===== config.mk =====
export PLATFORM = sky130hd
export DESIGN_NAME = comparator_rr_scheduler
export DESIGN_NICKNAME = d
export VERILOG_FILES = /design/src/rtl/comparator_rr_scheduler.sv
export SDC_FILE = /design/constraint.sdc
export NUM_CORES = 1
export LEC_CHECK = 0
export BUFFER_PORTS_ARGS = -buffer_cell sky130_fd_sc_hd__buf_2
export CAP_MARGIN = 10
export CORE_AREA = 3 3 56 58
export DETAILED_ROUTE_END_ITERATION = 10
export DIE_AREA = 0 0 59 61
export PLACE_DENSITY = 0.91
export SLEW_MARGIN = 0
export SYNTH_ARGS = -nofsm -noshare
export SYNTH_HDL_FRONTEND = slang
export SYNTH_SLANG_ARGS = --single-unit

===== constraint.sdc =====
create_clock -name clk -period 5.8 [get_ports clk]
set_clock_uncertainty 0.05 [all_clocks]
set_input_delay 0 -clock clk [delete_from_list [all_inputs] [get_ports clk]]
set_output_delay 0 -clock clk [all_outputs]
set_load 0.05 [all_outputs]

===== src/rtl/comparator_rr_scheduler.sv =====
// -----------------------------------------------------------------------------
// comparator_rr_scheduler
//   Shares a single unsigned magnitude comparator between NREQ requesters.
//   Requesters are granted in round-robin order. The winner's operands are
//   registered, compared in the following cycle, and the result is returned
//   tagged with the requester index on a valid/ready response channel.
//
//   Sequence per request: IDLE (grant) -> COMPARE -> RESPOND (wait rsp_ready).
//
// Ports
//   clk, rst_n        rising-edge clock, asynchronous active-low reset
//   req_valid [NREQ]  per-requester request strobe
//   req_ready [NREQ]  one-hot accept pulse, valid only in IDLE
//   req_a, req_b      packed operands, requester i on [i*WIDTH +: WIDTH]
//   rsp_valid         result available (RESPOND)
//   rsp_ready         consumer accepts result
//   rsp_id            requester that owns the result
//   rsp_equal/greater/lesser  registered compare result, 0 when !rsp_valid
//   busy              FSM not in IDLE
// -----------------------------------------------------------------------------

// Plain combinational magnitude comparator; the one shared datapath.
//   a_i, b_i    unsigned operands
//   eq_o/gt_o/lt_o  exactly one is set
module magnitude_comparator #(
   parameter int WIDTH = 5
) (
   input  logic [WIDTH-1:0] a_i,
   input  logic [WIDTH-1:0] b_i,
   output logic             eq_o,
   output logic             gt_o,
   output logic             lt_o
);
   assign eq_o = (a_i == b_i);
   assign gt_o = (a_i >  b_i);
   assign lt_o = (a_i <  b_i);
endmodule

module comparator_rr_scheduler #(
   parameter int WIDTH = 5,
   parameter int NREQ  = 4,
   parameter int ID_W  = 2
) (
   input  logic                  clk,
   input  logic                  rst_n,
   input  logic [NREQ-1:0]       req_valid,
   output logic [NREQ-1:0]       req_ready,
   input  logic [NREQ*WIDTH-1:0] req_a,
   input  logic [NREQ*WIDTH-1:0] req_b,
   output logic                  rsp_valid,
   input  logic                  rsp_ready,
   output logic [ID_W-1:0]       rsp_id,
   output logic                  rsp_equal,
   output logic                  rsp_greater,
   output logic                  rsp_lesser,
   output logic                  busy
);

   typedef enum logic [1:0] {
      S_IDLE,
      S_COMPARE,
      S_RESPOND
   } state_e;

   state_e            state_q, state_d;
   logic [ID_W-1:0]   ptr_q, ptr_d;
   logic [ID_W-1:0]   id_q, id_d;
   logic [WIDTH-1:0]  a_q, a_d;
   logic [WIDTH-1:0]  b_q, b_d;
   logic              eq_q, eq_d;
   logic              gt_q, gt_d;
   logic              lt_q, lt_d;

   logic              cmp_eq, cmp_gt, cmp_lt;
   logic [NREQ-1:0]   rot_valid;
   logic [NREQ-1:0]   grant_vec;
   logic              any_valid;
   logic [ID_W:0]     win_sum;
   logic [ID_W-1:0]   winner;
   logic [ID_W:0]     ptr_nxt;

   // ---------------------------------------------------------------------------
   // Round-robin arbiter
   //   Rotate the request vector so the pointer lands on bit 0, pick the lowest
   //   set bit, then add the pointer back (mod NREQ) to get the real index.
   //   The served requester's successor becomes the new top priority, so a
   //   requester that re-requests right away queues behind everyone else.
   // ---------------------------------------------------------------------------
   // NOTE: every variable assigned in an always_comb gets a default before any
   // conditional logic; a path that leaves one unassigned would infer a latch.
   always_comb begin
      rot_valid = NREQ'({req_valid, req_valid} >> ptr_q);
      any_valid = |rot_valid;
      win_sum   = '0;
      // Descending scan: the last hit, i.e. the lowest offset, wins.
      for (int k = NREQ - 1; k >= 0; k--) begin
         if (rot_valid[k]) win_sum = {1'b0, ptr_q} + (ID_W+1)'(k);
      end
      if (win_sum >= (ID_W+1)'(NREQ)) win_sum = win_sum - (ID_W+1)'(NREQ);
      winner  = win_sum[ID_W-1:0];

      ptr_nxt = {1'b0, winner} + (ID_W+1)'(1);
      if (ptr_nxt >= (ID_W+1)'(NREQ)) ptr_nxt = '0;

      grant_vec = '0;
      for (int i = 0; i < NREQ; i++) begin
         grant_vec[i] = any_valid && (winner == ID_W'(i));
      end
   end

   // Single shared comparator, fed only from the latched operands.
   magnitude_comparator #(
      .WIDTH (WIDTH)
   ) u_cmp (
      .a_i  (a_q),
      .b_i  (b_q),
      .eq_o (cmp_eq),
      .gt_o (cmp_gt),
      .lt_o (cmp_lt)
   );

   // ---------------------------------------------------------------------------
   // FSM next-state and datapath loads
   // ---------------------------------------------------------------------------
   always_comb begin
      state_d = state_q;
      ptr_d   = ptr_q;
      id_d    = id_q;
      a_d     = a_q;
      b_d     = b_q;
      eq_d    = eq_q;
      gt_d    = gt_q;
      lt_d    = lt_q;

      unique case (state_q)
         S_IDLE: begin
            if (any_valid) begin
               state_d = S_COMPARE;
               id_d    = winner;
               ptr_d   = ptr_nxt[ID_W-1:0];
               for (int i = 0; i < NREQ; i++) begin
                  if (grant_vec[i]) begin
                     a_d = req_a[i*WIDTH +: WIDTH];
                     b_d = req_b[i*WIDTH +: WIDTH];
                  end
               end
            end
         end
         S_COMPARE: begin
            eq_d    = cmp_eq;
            gt_d    = cmp_gt;
            lt_d    = cmp_lt;
            state_d = S_RESPOND;
         end
         S_RESPOND: begin
            if (rsp_ready) state_d = S_IDLE;
         end
         default: state_d = S_IDLE;
      endcase
   end

   // NOTE: state registers use non-blocking assignments so every flop samples
   // the pre-edge values, independent of the order the simulator runs blocks.
   // The operand/result registers are reset as well: they are only a handful of
   // flops, and it keeps every output at a known 0 straight out of reset.
   always_ff @(posedge clk or negedge rst_n) begin
      if (!rst_n) begin
         state_q <= S_IDLE;
         ptr_q   <= '0;
         id_q    <= '0;
         a_q     <= '0;
         b_q     <= '0;
         eq_q    <= 1'b0;
         gt_q    <= 1'b0;
         lt_q    <= 1'b0;
      end else begin
         state_q <= state_d;
         ptr_q   <= ptr_d;
         id_q    <= id_d;
         a_q     <= a_d;
         b_q     <= b_d;
         eq_q    <= eq_d;
         gt_q    <= gt_d;
         lt_q    <= lt_d;
      end
   end

   // ---------------------------------------------------------------------------
   // Outputs
   //   req_ready is combinational from req_valid, so it is masked with rst_n to
   //   stay 0 while reset is held even though the FSM already sits in IDLE.
   // ---------------------------------------------------------------------------
   assign req_ready   = (state_q == S_IDLE) ? (grant_vec & {NREQ{rst_n}}) : '0;
   assign rsp_valid   = (state_q == S_RESPOND);
   assign rsp_id      = id_q;
   assign rsp_equal   = rsp_valid & eq_q;
   assign rsp_greater = rsp_valid & gt_q;
   assign rsp_lesser  = rsp_valid & lt_q;
   assign busy        = (state_q != S_IDLE);

endmodule

==> flow_summary.toml <==
[run_status]
status = "finished clean"

[floorplan]
num_rows = 19
pin_count = 58
core_area_mm2 = 0.00271
die_w_um = 59
fp.dieH_um = 61
initial_core_util = 0.482
die_area_mm2 = 0.00360

[synth]
synth-seq-cells = 19
avgSynthCellArea_um2 = 9.08
syn_nets = 200
synth_cell_types = 30
yosys.area.top_type_share = 0.364
ys_seq_area_frac = 0.364
synth.top_cells.by_area = "dfrtp_1, ha_1, a221o_1, o21ai_1, mux2i_1"
syn_area_mm2 = 0.00131
ys_warn_count = 0
synth_area_leader_cell = "dfrtp_1"
syn_inst = 144

[placement]
place_area_mm2 = 0.00158
place_hpwl_um = 2580
io_buffer_count = 57
place_congestion = 0.810

[layout]
drive_gt1_frac = 0.332
num_antenna_cells = 0
area_growth_syn_to_layout_pct = 37.6
layout.nets = 274
postLayoutCellArea_mm2 = 0.00180
fill_cells = 232

[worst_setup_path]
arrival_ns = 3.18
critPathMaxFanout = 16
setup.worst_path.class = "reg -> reg"
cpMostUsedCell = "a21oi_1"
crit_chain = "a21o_1 > a21oi_1 > o22ai_1 > inv_1 > ha_1 > nor2_1 > a221o_1 > a21oi_1 > o22ai_2 > dlygate4sd3_1"
required_ns = 5.93
endpoint_kind = "register"
cp_slowest_cell = "dlygate4sd3_1"
startpoint_type = "register"
crit_family = "compound AO/OA/AOI/OAI gates"
cp_num_buf_inv = 2
slowest_delay_ns = 0.56

[clocking]
hold_buffers = 19
clkLatencyLatePin_ns = 0.29
numCtsBuffers = 3
cts_resized = 0
clock_path_buffers = 2
clock-root-buffer = "clkbuf_4"
cts_tree = "yes"
cts_htree_levels = 1
cts.clk_slew.worst_paths_ns = 0.11
post-cts-setup-buffer-count = 0
cts_sinks = 19

[power_and_ir_drop]
p_sw_mw = 0.432
switching_share = 0.475
peakVddDrop_uv = 318
power.leakage_nw = 0.924
intPower_mw = 0.476
p_clk_frac = 0.076
p_seq_frac = 0.260
combinationalPowerShare = 0.664
powerDensity_mw_per_mm2 = 505

[route]
via_per_inst = 5.30
drtAntennaViolNets = 0
drt-initial-drc-count = 24
drt_pass1_iterations = 5
wl_per_cell_um = 14.3
drc_errors = 0
finalWirelength_um = 3540
vias = 1315

[global_routing]
grt_max_degree = 25
grt_pass1_wl_um = 5620
grt_pass1_vias = 1324
overflow = 0
grt_use_total = 0.204
antenna_found_initial = 0

[sta]
setup-violations-final = 0
final.setup.tns_ns = 0
post-route-period-util = 0.526
max_freq_mhz = 328
worstMarginPinSlew_ns = 0.478
final_hold_viol_count = 0
rsz0062_at_grt = "no"
maxSlewViolCount = 0
slew_headroom = 0.681
min_period_ns = 3.05
holdWs_ns = 0.0957

[flow_run]
drv_cap = 0

[worst_hold_path]
hold_class = "in -> reg"
==> worst paths after layout <==
path / start / endpoint / slack (ns) / cells after the start
min in group asynchronous: rst_n / state_q[0] / 0.14 / 2
max in group asynchronous: rst_n / b_q[4] / 5.23 / 2
worst min register to register: lt_q / lt_q / 0.43 / 2
worst min-delay path: req_b[11] / b_q[1] / 0.1 / 5
worst max-delay path: ptr_q[1] / b_q[4] / 2.75 / 10
worst max register to register: ptr_q[1] / b_q[4] / 2.75 / 10
==> worst reg2reg max path, stage by stage (launching register included) <==
cell and delay, ns:
dfrtp_1 0.45, a21o_1 0.19, a21oi_1 0.15, o22ai_1 0.17
inv_1 0.11, ha_1 0.45, nor2_1 0.22, a221o_1 0.34
a21oi_1 0.16, o22ai_2 0.09, dlygate4sd3_1 0.56
==> cells in the final DEF (no fill, tap or decap), types with 5 or more instances in the layout <==
cell / instances
inv_1: 10
buf_2: 57
mux2i_1: 6
a21oi_1: 11
dlygate4sd3_1: 19
o21ai_0: 7
nand2_1: 14
ha_1: 9
o21ai_1: 13
dfrtp_1: 19
and3_1: 5
nor2_1: 5
a221o_1: 7
==> state kept, by name (all words and copies together), names as in the netlist <==
signal	cells
a_q	5
rsp_id	2
ptr_q	2
lt_q	1
state_q	2
gt_q	1
eq_q	1
b_q	5
==> cell usage after synthesis <==
cell type  instances
a211oi_2           1
a21o_1             1
a21oi_1           11
a21oi_2            3
a221o_1            7
a22o_1             1
a31oi_1            1
and2_1             3
and3_1             5
buf_6              3
clkbuf_1           4
dfrtp_1           19
ha_1               9
inv_1             10
inv_2              1
inv_4              1
mux2i_1            6
nand2_1           14
nand2b_1           3
nand3_1            3
nor2_1             5
nor2_2             1
nor2b_1            3
nor3b_2            1
nor4_4             1
o21ai_0            7
o21ai_1           13
o22ai_1            2
o22ai_2            3
or2_1              2
==> power by group through the flow <==
stage / logic (mW) / registers [mW] / clock network [mW]
floorplan: 0.422 / 0.252 / 0
global placement: 0.514 / 0.235 / 0
detailed placement: 0.532 / 0.239 / 0
CTS: 0.595 / 0.235 / 0.0691
global route: 0.664 / 0.244 / 0.0745
finish: 0.603 / 0.236 / 0.0692
==> cell families (layout without fill, tap and decap cells) <==
logic type | count (synthesis) | count (layout) | synth area share
compound gates | 50 | 50 | 0.257
flops | 19 | 19 | 0.364
buf+inv | 19 | 92 | 0.0737
fa+ha+maj | 9 | 9 | 0.0861
mux | 6 | 6 | 0.0459
simple gates | 41 | 41 | 0.173
==> metal layers <==
layer | global-route usage | part of all wire | up-vias
met2 | 0.360 | 0.49 | 63
met4 | 0.0680 | 0.016 | 0
met1 | 0.258 | 0.43 | 590
met3 | 0.0298 | 0.066 | 6
li1 | - | - | 656
met5 | 0 | 0 | -
==> area by class of cell <==
cell class / count / area, µm² / area share
Multi-Input combinational cell: 106 / 736 / 0.409
Clock buffer: 4 / 26.3 / 0.0146
Sequential cell: 19 / 475 / 0.264
Tap cell: 31 / 38.8 / 0.0216
Timing Repair Buffer: 76 / 475 / 0.264
Inverter: 12 / 47.5 / 0.0264
==> stage by stage <==
step	power, mW	util	worst slack [ns]	std cells
3_3_place_gp	0.749	0.584	3.47	225
5_1_grt	0.983	0.664	2.57	248
2_1_floorplan	0.674	-	3.58	144
6_report	0.908	0.664	2.75	248
4_1_cts	0.900	0.664	2.80	248
3_5_place_dp	0.771	0.584	3.34	225
Power figures use the tool's default switching activity.
